### src/rtl/jk_bank_arbiter_if.sv
// Requester-side command bus of the JK bank arbiter.
// The master drives req/cmd; the slave (arbiter) returns a one-hot grant.
interface jk_bank_arbiter_if #(
  parameter int NREQ = 4,
  parameter int NFF  = 8,
  parameter int AW   = 3
);
  logic [NREQ-1:0]    req;
  logic [NREQ-1:0]    cmd_j;
  logic [NREQ-1:0]    cmd_k;
  logic [NREQ*AW-1:0] cmd_addr;
  logic [NREQ-1:0]    gnt;

  modport master (
    output req,
    output cmd_j,
    output cmd_k,
    output cmd_addr,
    input  gnt
  );

  modport slave (
    input  req,
    input  cmd_j,
    input  cmd_k,
    input  cmd_addr,
    output gnt
  );
endinterface

### src/rtl/jk_bank_arbiter.sv
// Round-robin arbiter that applies one granted JK command per cycle to a bank of JK flops.
// Grant is combinational in the request cycle; the q update lands on the transfer edge.
module jk_bank_arbiter #(
  parameter int   NREQ   = 4,
  parameter int   NFF    = 8,
  parameter int   AW     = 3,
  parameter logic Q_INIT = 1'b0
) (
  input  logic             clk,
  input  logic             rst_n,
  jk_bank_arbiter_if.slave arb,
  output logic [NFF-1:0]   q,
  output logic [NREQ-1:0]  gnt_last,
  output logic             addr_err
);

  localparam int PW = (NREQ > 1) ? $clog2(NREQ) : 1;

  logic [PW-1:0]   r_rr_ptr;
  logic [NFF-1:0]  r_q;
  logic [NREQ-1:0] r_gnt_last;
  logic            r_addr_err;

  logic [NREQ-1:0] w_gnt;
  logic            w_xfer;
  logic            w_j;
  logic            w_k;
  logic [AW-1:0]   w_addr;
  logic [PW-1:0]   w_ptr_nxt;
  logic            w_addr_bad;
  logic [NFF-1:0]  w_q_nxt;

  // Search from r_rr_ptr upward with wrap; constant indices keep the mux width-clean.
  always_comb begin
    w_gnt     = '0;
    w_xfer    = 1'b0;
    w_j       = 1'b0;
    w_k       = 1'b0;
    w_addr    = '0;
    w_ptr_nxt = r_rr_ptr;
    if (rst_n) begin
      for (int off = 0; off < NREQ; off++) begin
        for (int i = 0; i < NREQ; i++) begin
          if (!w_xfer && (((int'(r_rr_ptr) + off) % NREQ) == i) && arb.req[i]) begin
            w_xfer    = 1'b1;
            w_gnt[i]  = 1'b1;
            w_j       = arb.cmd_j[i];
            w_k       = arb.cmd_k[i];
            w_addr    = arb.cmd_addr[i*AW +: AW];
            w_ptr_nxt = PW'((i + 1) % NREQ);
          end
        end
      end
    end
  end

  assign w_addr_bad = w_xfer && (int'(w_addr) >= NFF);

  always_comb begin
    w_q_nxt = r_q;
    for (int i = 0; i < NFF; i++) begin
      if (w_xfer && !w_addr_bad && (int'(w_addr) == i)) begin
        case ({w_j, w_k})
          2'b01:   w_q_nxt[i] = 1'b0;
          2'b10:   w_q_nxt[i] = 1'b1;
          2'b11:   w_q_nxt[i] = ~r_q[i];
          default: w_q_nxt[i] = r_q[i];
        endcase
      end
    end
  end

  always_ff @(posedge clk) begin
    if (!rst_n) begin
      r_q        <= {NFF{Q_INIT}};
      r_rr_ptr   <= '0;
      r_gnt_last <= '0;
      r_addr_err <= 1'b0;
    end else begin
      r_q        <= w_q_nxt;
      r_gnt_last <= w_gnt;
      if (w_xfer) begin
        r_rr_ptr <= w_ptr_nxt;
      end
      // Out-of-range addresses still consume the grant so the pointer keeps rotating.
      if (w_addr_bad) begin
        r_addr_err <= 1'b1;
      end
    end
  end

  assign arb.gnt  = w_gnt;
  assign q        = r_q;
  assign gnt_last = r_gnt_last;
  assign addr_err = r_addr_err;

endmodule

### src/flat_wrapper.sv
// flat-port wrapper written by rule: the top's interface ports become plain ports
module jk_bank_arbiter_flat 
#(
  parameter int   NREQ   = 4,
  parameter int   NFF    = 8,
  parameter int   AW     = 3,
  parameter logic Q_INIT = 1'b0
)
  (clk, rst_n, q, gnt_last, addr_err, arb_req, arb_cmd_j, arb_cmd_k, arb_cmd_addr, arb_gnt);
  jk_bank_arbiter_if #(.NREQ(NREQ), .NFF(NFF), .AW(AW)) arb_i ();
  input  logic clk;
  input  logic rst_n;
  output logic [NFF-1:0] q;
  output logic [NREQ-1:0] gnt_last;
  output logic addr_err;
  input wire logic [$bits(arb_i.req)-1:0] arb_req;
  input wire logic [$bits(arb_i.cmd_j)-1:0] arb_cmd_j;
  input wire logic [$bits(arb_i.cmd_k)-1:0] arb_cmd_k;
  input wire logic [$bits(arb_i.cmd_addr)-1:0] arb_cmd_addr;
  output wire logic [$bits(arb_i.gnt)-1:0] arb_gnt;
  assign arb_i.req = arb_req;
  assign arb_i.cmd_j = arb_cmd_j;
  assign arb_i.cmd_k = arb_cmd_k;
  assign arb_i.cmd_addr = arb_cmd_addr;
  assign arb_gnt = arb_i.gnt;
  jk_bank_arbiter #(.NREQ(NREQ), .NFF(NFF), .AW(AW), .Q_INIT(Q_INIT)) u_core (.clk(clk), .rst_n(rst_n), .arb(arb_i), .q(q), .gnt_last(gnt_last), .addr_err(addr_err));
endmodule
### config.mk
export PLATFORM = sky130hd
export DESIGN_NAME = jk_bank_arbiter_flat
export DESIGN_NICKNAME = d
export VERILOG_FILES = /design/src/rtl/jk_bank_arbiter_if.sv /design/src/rtl/jk_bank_arbiter.sv /design/src/flat_wrapper.sv
export SDC_FILE = /design/constraint.sdc
export NUM_CORES = 1
export LEC_CHECK = 0
export CORE_MARGIN = 2
export CORE_UTILIZATION = 46
export CTS_CLUSTER_DIAMETER = 40
export DETAILED_ROUTE_END_ITERATION = 7
export PLACE_DENSITY_LB_ADDON = 0.08
export SLEW_MARGIN = 20
export SYNTH_ARGS = -nofsm -noshare
export SYNTH_HDL_FRONTEND = slang
export SYNTH_SLANG_ARGS = --single-unit
### constraint.sdc
create_clock -name clk -period 2.3 [get_ports clk]
set_input_delay 0.345 -clock clk [delete_from_list [all_inputs] [get_ports clk]]
set_output_delay 0.345 -clock clk [all_outputs]
set_load 0.03 [all_outputs]
==> reports/metrics.cfg <==
[pwr]
comb_power_share = 0.628
seqPwrFrac = 0.199
power_density_mw_per_mm2 = 429
vdd_ir_drop_max_mv = 0.257
clock_power_share = 0.174
p_sw_uw = 634
p_sw_frac = 0.433
power_mw = 1.46
p_int_uw = 831
p_leak_nw = 1.35

[finish]
layout-drive-gt1-share = 0.474
fin_cells = 415
design_area_mm2 = 0.00341
area_growth_pct = 89.4
insertedDiodeCount = 0
final_util = 0.918
nNetsFinal = 394

[place]
place_congestion = 1.09
place_area_mm2 = 0.00279
port_buffers = 41
dpl_worst_slack_ns = -0.681
hpwlAfterDp_mm = 5.91
dp_cells = 403

[critical_path]
required_ns = 2.43
path_class = flip-flop to flip-flop
slowest_delay_ns = 0.40
end_kind = flip-flop
crit_arrival_ns = 2.64
cpLargestDelayFamily = simple AND/OR/NAND/NOR gates
path_max_fanout = 8
worst-path-buf-inv = 4
critPathSlowestCell = nor4_1
crit_top_cell = buf_8
crit_start = u_core.r_rr_ptr[0]$_SDFFE_PN0P_
cp-start-kind = flip-flop
rr_startpoint = u_core.r_rr_ptr[0]$_SDFFE_PN0P_
path_cells = buf_8, buf_8, nor4bb_4, buf_4, a21o_1, a2111oi_2, o21ai_1, o211ai_2, buf_6, nor4_1, o32ai_2

[timing]
clock_skew_ns = 0.00666
fin_setup_tns_ns = -1.41
setup_viol = 9
hold_slack_ns = 0.499
layout_setup_ws_ns = -0.211
fmax_ghz = 0.398
fin_crit_sh = 1.09
slew_viol_final = 0
rsz0062_at_grt = true
fin_crit_ns = 2.51
finalHoldViolations = 0

[route]
drc = 25
drt-initial-drc-count = 591
viasPerCell = 7.53
vias = 3124
post_drt_wl_per_cell_um = 26.2
ant_nets = 0
first_pass_iters = 8
routed_wl_mm = 10.9

[clock_network]
cts_sinks = 14
htreeDepth = 1
cts_tree = built
clk_pin_slew_worst_paths_ns = 0.07
insertion_delay_ns = 0.25
numCtsBuffers = 3
clk_path_buf_depth = 2
root_buffer = clkbuf_8

[synth]
netlist_instances = 251
ys_ff_latch = 14
synth_warnings = 0
async_flop_share = 0
yosysSeqAreaShare = 0.156
yosys.cell_types.count = 71
synth_ff_type = dfxtp_1
synth_edf_count = 0
avgSynthCellArea_um2 = 7.17
syn_nets = 277
synth_area_mm2 = 0.00180

[global_route]
grt_pass1_wl_mm = 12.8
grt_antenna_before_repair = 0
gr-total-overflow = 0
globalRouteTotalUtil = 0.384
grt_pass1_vias = 2579
grt_max_degree = 19

[floorplanning]
fp.dieW_um = 66.6
start_util = 0.485
core.rowCount = 22
die_y_um = 66.6
die-area_mm2 = 0.00443
fp.coreArea_mm2 = 0.00372
io_pins = 43

[outcome]
status = finished with violations
violations = DRC, setup timing

[min_path]
min_from = u_core.q[0]$_SDFFE_PN0P_
hold_path.class = flip-flop to flip-flop

[run]
cap_violations = 0

final timing paths:
kind	slack (ns)	endpoint	depth (start not counted)
hold / removal	0.50	u_core.q[0]$_SDFFE_PN0P_	2
setup / recovery	-0.21	u_core.q[3]$_SDFFE_PN0P_	11
hold reg to reg	0.50	u_core.q[0]$_SDFFE_PN0P_	2
setup reg to reg	-0.21	u_core.q[3]$_SDFFE_PN0P_	11
registers in the layout (all words and copies together) (netlist names):
| register | flops |
|---|---|
| u_core.q | 8 |
| u_core.gnt_last | 4 |
| u_core.r_rr_ptr | 2 |
layout make-up:
type / count / area [um^2]
clock buffer: 4 / 55.1
multi-input combinational: 212 / 1850
tap: 48 / 60.1
sequential: 14 / 288
fill: 145 / 305
inverter: 5 / 22.5
timing repair buffer: 132 / 1130
power groups by stage:
stage                     combinational [mW]  sequential [mW]  clock, mW
after detailed placement               0.621            0.287          0
final                                  0.919            0.291      0.254
after global routing                   0.955            0.293      0.265
after CTS                              0.706            0.284      0.240
after global placement                 0.614            0.287          0
after floorplan                        0.305            0.311          0
logic make-up after synthesis:
logic type	after synthesis	synth area share
simple gates	124	0.411
compound gates	86	0.361
buf+inv	25	0.0646
flops	14	0.156
mux	1	0.00556
other cells	1	0.00208
worst register-to-register path, stage by stage (launching register included):
cell and delay (ns):
dfxtp_4 0.38, buf_8 0.14, buf_8 0.13, nor4bb_4 0.29, buf_4 0.20, a21o_1 0.15
a2111oi_2 0.07, o21ai_1 0.17, o211ai_2 0.12, buf_6 0.18, nor4_1 0.40, o32ai_2 0.14
cells in the mapped netlist (3+ instances only):
library cell | instances | area share
a311oi_1 | 3 | 0.015
a21o_1 | 3 | 0.013
or3b_1 | 3 | 0.015
o21ai_0 | 10 | 0.028
buf_2 | 12 | 0.033
o32ai_1 | 11 | 0.054
o22ai_1 | 5 | 0.017
a31oi_1 | 4 | 0.014
a22oi_1 | 3 | 0.013
o21ai_1 | 3 | 0.0083
dfxtp_1 | 14 | 0.16
nand2_1 | 27 | 0.056
nor3b_1 | 4 | 0.017
nand2b_1 | 4 | 0.014
nor4b_1 | 3 | 0.015
a211oi_1 | 3 | 0.013
a21oi_1 | 11 | 0.031
o211ai_1 | 3 | 0.013
and3b_1 | 4 | 0.019
nand3b_1 | 3 | 0.013
nor4_1 | 9 | 0.031
clkbuf_1 | 5 | 0.010
and3_1 | 11 | 0.038
nor3_1 | 3 | 0.0083
nand3_1 | 12 | 0.033
nand4_1 | 3 | 0.010
inv_1 | 5 | 0.010
nor2_1 | 15 | 0.031
per-layer routing:
layer  vias up  wire, um  track usage
met3       130      1570       0.0912
met5         -         0            0
met2       362      4720        0.606
met4         0       976        0.189
li1       1233         -            -
met1      1399      3600        0.486
cells in the final DEF, fill, tap and decap left out, types with 5 or more instances in the layout:
cell / instances
nand3_1: 10
o21ai_0: 8
buf_4: 87
o32ai_2: 7
nor4_4: 5
buf_6: 5
dfxtp_1: 12
a21oi_1: 11
nand2_1: 25
clkdlybuf4s50_1: 33
and3_1: 11
nor2_1: 11
repair_timing:
| item | CTS | global route |
|---|---|---|
| pin swaps | 18 | 20 |
| setup endpoints to repair | 10 | 9 |
| setup buffers | 4 | 3 |
| resized for setup | 47 | 60 |
| cloned | 0 | 1 |
| hold endpoints to repair | 0 | 0 |
| hold buffers | 0 | 0 |
Note: power is estimated with default switching activity, not from simulation.
